$ cat src/rtl/inst_line_buffer_if.sv
// Fetch-side and arbiter-side signals of the instruction line buffer.
// The slave modport is the buffer itself; master is whatever drives it.
interface inst_line_buffer_if #(parameter int LINE_WORDS = 8);
    logic                      inst_read;
    logic [31:0]               inst_addr;
    logic                      inst_resp;
    logic [31:0]               inst_rdata;
    logic                      flush;
    logic                      pmem_read;
    logic [31:0]               pmem_address;
    logic [32*LINE_WORDS-1:0]  pmem_rdata;
    logic                      pmem_resp;
    logic [31:0]               hit_cnt;
    logic [31:0]               miss_cnt;

    modport slave (
        input  inst_read, inst_addr, flush, pmem_rdata, pmem_resp,
        output inst_resp, inst_rdata, pmem_read, pmem_address, hit_cnt, miss_cnt
    );
    modport master (
        output inst_read, inst_addr, flush, pmem_rdata, pmem_resp,
        input  inst_resp, inst_rdata, pmem_read, pmem_address, hit_cnt, miss_cnt
    );
endinterface

$ cat src/rtl/inst_line_buffer.sv
// Two-way fully-associative instruction line buffer with LRU replacement.
// Hits answer combinationally; misses issue one line read to the arbiter.
module inst_line_buffer #(
    parameter int LINE_WORDS = 8
) (
    input  logic                 clk,
    input  logic                 rst_n,
    inst_line_buffer_if.slave    bus
);
    localparam int OFF = $clog2(LINE_WORDS);
    localparam int TW  = 30 - OFF;
    localparam int LW  = 32 * LINE_WORDS;

    typedef enum logic {IDLE = 1'b0, MISS = 1'b1} state_t;

    state_t          r_state;
    logic [1:0]      r_valid;
    logic [TW-1:0]   r_tag  [2];
    logic [LW-1:0]   r_line [2];
    logic            r_lru;
    logic            r_drop;
    logic            r_pmem_read;
    logic [31:0]     r_pmem_address;
    logic [31:0]     r_hit_cnt;
    logic [31:0]     r_miss_cnt;

    logic [TW-1:0]   w_tag;
    logic [OFF-1:0]  w_word;
    logic            w_hit0, w_hit1, w_hit, w_way;
    logic [LW-1:0]   w_line;
    logic            w_resp;
    logic            w_fill;
    logic            w_unused;

    assign w_tag    = bus.inst_addr[31:OFF+2];
    assign w_word   = bus.inst_addr[OFF+1:2];
    assign w_unused = ^bus.inst_addr[1:0];

    assign w_hit0 = r_valid[0] && (r_tag[0] == w_tag);
    assign w_hit1 = r_valid[1] && (r_tag[1] == w_tag);
    assign w_hit  = w_hit0 || w_hit1;
    assign w_way  = w_hit1;
    assign w_line = r_line[w_way];

    assign w_resp = (r_state == IDLE) && bus.inst_read && w_hit && !bus.flush;
    // A returning line is kept only if no flush hit this miss, before or now.
    assign w_fill = (r_state == MISS) && bus.pmem_resp && !r_drop && !bus.flush;

    assign bus.inst_resp    = w_resp;
    assign bus.inst_rdata   = w_line[{w_word, 5'd0} +: 32];
    assign bus.pmem_read    = r_pmem_read;
    assign bus.pmem_address = r_pmem_address;
    assign bus.hit_cnt      = r_hit_cnt;
    assign bus.miss_cnt     = r_miss_cnt;

    // Tag and data storage carry no reset; valid bits gate them.
    always_ff @(posedge clk) begin
        if (w_fill) begin
            r_tag[r_lru]  <= r_pmem_address[31:OFF+2];
            r_line[r_lru] <= bus.pmem_rdata;
        end
    end

    always_ff @(posedge clk or negedge rst_n) begin
        if (!rst_n) begin
            r_state        <= IDLE;
            r_valid        <= 2'b00;
            r_lru          <= 1'b0;
            r_drop         <= 1'b0;
            r_pmem_read    <= 1'b0;
            r_pmem_address <= '0;
            r_hit_cnt      <= '0;
            r_miss_cnt     <= '0;
        end else if (bus.flush) begin
            r_valid <= 2'b00;
            if (r_state == MISS) begin
                if (bus.pmem_resp) begin
                    r_pmem_read <= 1'b0;
                    r_drop      <= 1'b0;
                    r_state     <= IDLE;
                end else begin
                    r_drop <= 1'b1;
                end
            end
        end else begin
            case (r_state)
                IDLE: begin
                    if (bus.inst_read) begin
                        if (w_hit) begin
                            r_lru     <= ~w_way;
                            r_hit_cnt <= r_hit_cnt + 32'd1;
                        end else begin
                            r_state        <= MISS;
                            r_pmem_read    <= 1'b1;
                            r_pmem_address <= {w_tag, {(OFF+2){1'b0}}};
                            r_miss_cnt     <= r_miss_cnt + 32'd1;
                        end
                    end
                end
                MISS: begin
                    if (bus.pmem_resp) begin
                        if (!r_drop) begin
                            r_valid[r_lru] <= 1'b1;
                            r_lru          <= ~r_lru;
                        end
                        r_pmem_read <= 1'b0;
                        r_drop      <= 1'b0;
                        r_state     <= IDLE;
                    end
                end
                default: r_state <= IDLE;
            endcase
        end
    end
endmodule

$ cat src/flat_wrapper.sv
// flat-port wrapper written by rule: the top's interface ports become plain ports
module inst_line_buffer_flat 
#(
    parameter int LINE_WORDS = 8
)
  (clk, rst_n, bus_inst_read, bus_inst_addr, bus_flush, bus_pmem_rdata, bus_pmem_resp, bus_inst_resp, bus_inst_rdata, bus_pmem_read, bus_pmem_address, bus_hit_cnt, bus_miss_cnt);
  inst_line_buffer_if #(.LINE_WORDS(LINE_WORDS)) bus_i ();
  input  logic clk;
  input  logic rst_n;
  input wire logic [$bits(bus_i.inst_read)-1:0] bus_inst_read;
  input wire logic [$bits(bus_i.inst_addr)-1:0] bus_inst_addr;
  input wire logic [$bits(bus_i.flush)-1:0] bus_flush;
  input wire logic [$bits(bus_i.pmem_rdata)-1:0] bus_pmem_rdata;
  input wire logic [$bits(bus_i.pmem_resp)-1:0] bus_pmem_resp;
  output wire logic [$bits(bus_i.inst_resp)-1:0] bus_inst_resp;
  output wire logic [$bits(bus_i.inst_rdata)-1:0] bus_inst_rdata;
  output wire logic [$bits(bus_i.pmem_read)-1:0] bus_pmem_read;
  output wire logic [$bits(bus_i.pmem_address)-1:0] bus_pmem_address;
  output wire logic [$bits(bus_i.hit_cnt)-1:0] bus_hit_cnt;
  output wire logic [$bits(bus_i.miss_cnt)-1:0] bus_miss_cnt;
  assign bus_i.inst_read = bus_inst_read;
  assign bus_i.inst_addr = bus_inst_addr;
  assign bus_i.flush = bus_flush;
  assign bus_i.pmem_rdata = bus_pmem_rdata;
  assign bus_i.pmem_resp = bus_pmem_resp;
  assign bus_inst_resp = bus_i.inst_resp;
  assign bus_inst_rdata = bus_i.inst_rdata;
  assign bus_pmem_read = bus_i.pmem_read;
  assign bus_pmem_address = bus_i.pmem_address;
  assign bus_hit_cnt = bus_i.hit_cnt;
  assign bus_miss_cnt = bus_i.miss_cnt;
  inst_line_buffer #(.LINE_WORDS(LINE_WORDS)) u_core (.clk(clk), .rst_n(rst_n), .bus(bus_i));
endmodule
$ cat config.mk
export PLATFORM = sky130hd
export DESIGN_NAME = inst_line_buffer_flat
export DESIGN_NICKNAME = d
export VERILOG_FILES = /design/src/rtl/inst_line_buffer_if.sv /design/src/rtl/inst_line_buffer.sv /design/src/flat_wrapper.sv
export SDC_FILE = /design/constraint.sdc
export NUM_CORES = 1
export LEC_CHECK = 0
export ABC_AREA = 1
export CELL_PAD_IN_SITES_DETAIL_PLACEMENT = 1
export CELL_PAD_IN_SITES_GLOBAL_PLACEMENT = 1
export CORE_ASPECT_RATIO = 1.1
export CORE_MARGIN = 2
export CORE_UTILIZATION = 35
export DETAILED_ROUTE_END_ITERATION = 7
export GPL_TIMING_DRIVEN = 0
export PLACE_DENSITY_LB_ADDON = 0.2
export RECOVER_POWER = 100
export SLEW_MARGIN = 20
export SYNTH_ARGS = -nofsm -noshare
export SYNTH_HDL_FRONTEND = slang
export SYNTH_SLANG_ARGS = --single-unit
$ cat constraint.sdc
create_clock -name clk -period 17 [get_ports clk]
set_input_delay 3.4 -clock clk [delete_from_list [all_inputs] [get_ports clk]]
set_output_delay 3.4 -clock clk [all_outputs]
set_load 0.02 [all_outputs]
==> results of run 1 <==
-- worst max-delay path: stages --
cell	delay (ns)
dlygate4sd3_1	0.66
xnor2_1	0.44
nand2_1	0.11
nor2_1	0.12
nand2_1	0.06
nor2_1	0.61
nand2_1	0.33
clkbuf_1	0.65
clkbuf_1	0.42
nand2_1	0.12
nand3_1	0.12
nand3_1	0.11
nand3_1	0.26
nand2_1	0.23
dlygate4sd3_1	0.70
-- path summary, 6_finish.rpt --
check	to	slack, ns	depth (start not counted)
min in group asynchronous	u_core.bus.miss_cnt[2]$_DFFE_PN0P_	3.40	1
min	u_core.r_tag[0][2]$_DFFE_PP_	0.48	0
max reg2reg	u_core.r_line[0][100]$_DFFE_PP_	10.07	9
max in group asynchronous	u_core.bus.hit_cnt[27]$_DFFE_PN0P_	9.26	2
min reg2reg	u_core.r_tag[0][2]$_DFFE_PP_	0.48	0
max	bus_inst_rdata[16]	5.24	15
-- per-layer routing --
layer | GRT usage | vias up
met5 | 0 | -
met3 | 0.0386 | 210
li1 | - | 11300
met2 | 0.445 | 734
met4 | 0.103 | 18
met1 | 0.304 | 12200
-- per-stage QoR --
stage	setup TNS, ns	setup WS [ns]	hold slack (ns)	util	power, mW
detailed placement	0	6.32	0.487	0.424	2.38
finish	0	5.24	0.482	0.446	4.01
global placement	-4667.62	-8.41	0.474	0.416	2.39
floorplan	0	0.754	0.465	-	2.12
CTS	0	6.28	0.491	0.453	4.08
global route	0	4.95	0.509	0.445	4.14
-- registers in the layout, summed over array words and instances, names as in the netlist --
name,flops
u_core.bus.hit_cnt,32
u_core.bus.miss_cnt,32
u_core.bus.pmem_address,27
u_core.bus.pmem_read,1
u_core.r_drop,1
u_core.r_line,512
u_core.r_lru,1
u_core.r_state,1
u_core.r_tag,54
u_core.r_valid,2
-- cells in the final DEF (no fill, tap or decap), types with 9 or more instances in the layout --
cell type        netlist  final
nor4_1                 9      9
dlygate4sd3_1          0    380
nand2_1              638    639
nand4_1               58     58
buf_2                 61     56
clkdlybuf4s50_1        0     33
nor3_1                40     40
clkbuf_16              0     81
nor2_1                97     98
xor2_1                44     44
buf_6                 20     15
buf_1                 20     18
buf_4                 12     10
dfrtp_1               97     97
inv_1                434    435
nand3_1              563    564
o21ai_0               57     57
clkinv_2               0     12
edfxtp_1             566    566
inv_2                 10      9
diode_2                0     15
clkbuf_1              44    108
nand3b_1             198    198
clkinv_1               3     13
xnor2_1               24     24
-- Yosys cell counts, drive strengths merged, types with 3 or more instances --
cell    instances  area [um^2]
nand2         640         2410
edfxtp        566        17000
nand3         564         2830
inv           444         1670
nand3b        198         1490
buf           113          696
nor2           99          387
dfrtp          97         2430
o21ai          60          300
nand4          58          363
clkbuf         44          165
xor2           44          385
nor3           41          210
xnor2          24          210
nor4            9         56.3
or2             9         56.3
a21oi           3         15.0
clkinv          3         11.3
-- cell type report --
cell class,instances,area share
Timing Repair Buffer,443,0.109
Clock buffer,104,0.0550
Clock inverter,36,0.00999
Buffer,157,0.0208
Antenna cell,15,0.000963
Sequential cell,663,0.499
Multi-Input combinational cell,1763,0.225
Tap cell,1160,0.0372
Inverter,447,0.0431
-- power by group through the flow --
stage	combinational [mW]	clock, mW	sequential (mW)
5_1_grt	0.449	1.79	1.90
4_1_cts	0.459	1.73	1.90
6_report	0.415	1.70	1.89
3_5_place_dp	0.457	0	1.93
3_3_place_gp	0.434	0	1.96
2_1_floorplan	0.153	0	1.97
-- cell families (layout without fill, tap and decap cells) --
logic type      Yosys count  after routing  share of synthesized area
buf+inv                 604           1187                     0.0826
compound gates           67             67                     0.0112
flops                   663            663                      0.632
simple gates           1621           1621                      0.254
other cells               1             20                   0.000122
xor+xnor                 68             68                     0.0194
fa+ha+maj                 2              2                   0.000814
==> flow_summary.yaml, run 1 <==
placement:
  dpl.cell_count: 4633
  dpl.hpwl_mm: 87.0
  placed_area_um2: 37100
  port_buffers: 414
  gp_congestion: 0.895
floorplanning:
  die_area_um2: 90300
  start_util: 0.352
  die_h_um: 315
  ios: 423
  fp-row-count: 114
  core_um2: 87400
  die_w_um: 287
routing:
  met2WireLength_mm: 58.0
  routed.top_layer: "met5"
  met1_length_mm: 45.0
  via_per_inst: 5.10
  route.detailed.drc: 0
  drtPass1Iterations: 5
  routed_wirelength_mm: 114
  final_antenna_net_count: 0
  dr_wl_met3_mm: 6.54
  num_vias: 24400
  avgRoutedWirePerCell_um: 23.8
  drt_iter0_markers: 1766
finish:
  syn_to_final_growth_pct: 26.7
  n_fill_cell: 9730
  nNetsFinal: 3848
  multi_input_area_um2: 8780
  seqCellArea_um2: 19400
  postLayoutCellArea_um2: 39000
  drive_gt1_frac: 0.0584
  layout.cells.non_filler: 4788
synth:
  syn_area_um2: 30800
  async_flop_share: 0.146
  synth_seq_cells: 663
  syn_area_per_cell_um2: 10.2
  synthDistinctLibCells: 35
  syn-instance-count: 3026
  synth_warnings: 0
  ys.flop_type: "edfxtp_1"
  ys_seq_area_frac: 0.632
  synth-edff-count: 566
worst_hold_path:
  hold_start: "u_core.bus.pmem_address[7]$_DFFE_PN0P_"
  min_path_type: "reg2reg"
grt:
  grt_max_degree: 64
  grt_pass1_vias: 25500
  grt_pass1_wl_mm: 165
  grt_usage: 0.251
  grt_overflow: 0
  grt_antenna_before_repair: 47
sta:
  tightest_slew_ns: 3.64
  slew_viol_final: 171
  slew_headroom: -1.43
  fin_skew_ns: 0.0212
  fmax_ghz: 0.0850
  hold_viol_final: 0
  period_minus_slack_ns: 11.76
  final.period_utilization: 0.692
  rsz0062_at_grt: "no"
  setup-violations-final: 0
clock_tree:
  root_buffer: "clkbuf_16"
  numCtsBuffers: 78
  clk_pin_slew_ns: 0.06
  cts_max_path_buffers: 3
  post_cts_buffers: 0
  insertion_delay_ns: 0.64
  post_cts_resized: 0
  clock_sinks: 663
  cts-hold-fix-buffers: 0
  htree_levels: 3
  cts_tree: "built"
power:
  switching_share: 0.251
  power_frac_comb: 0.104
  ir_drop_mv: 0.0675
  p_int_mw: 3.01
  seq_power_share: 0.472
  leakage_nw: 16.1
  power.density_nw_per_um2: 103
  switchingPower_mw: 1.01
  p_clk_frac: 0.424
worst_setup_path:
  crit_path_start_kind: "input pin"
  arrival_ns: 8.36
  regToRegStartpoint: "u_core.r_state$_DFF_PN0_"
  crit_required_ns: 13.60
  worstPathMaxFanout: 10
  criticalPathCategory: "in2out"
  end_kind: "output pin"
  cp-startpoint: "bus_inst_addr[17]"
status:
  outcome: "finished with violations"
  violations: "capacitance limit, slew limit"
run:
  max-cap-violations: 5
Note: power is estimated with default switching activity, not from simulation.
==> run 2: changes to the inputs <==
clock period = 11.1 ns   (was 17 ns; I/O delays follow)
==> results of run 2 <==
Same layout as run 1 (identical final DEF). Status: finished with violations: capacitance limit, slew limit.
Main changes from that run: setup slack after placement 6.32 ns -> 2.78 ns; setup slack after layout 5.24 ns -> 1.70 ns; register-to-register setup slack 10.07 ns -> 4.17 ns; total power 4.01 mW -> 6.14 mW; worst IR drop on VDD 0.0675 mV -> 0.103 mV
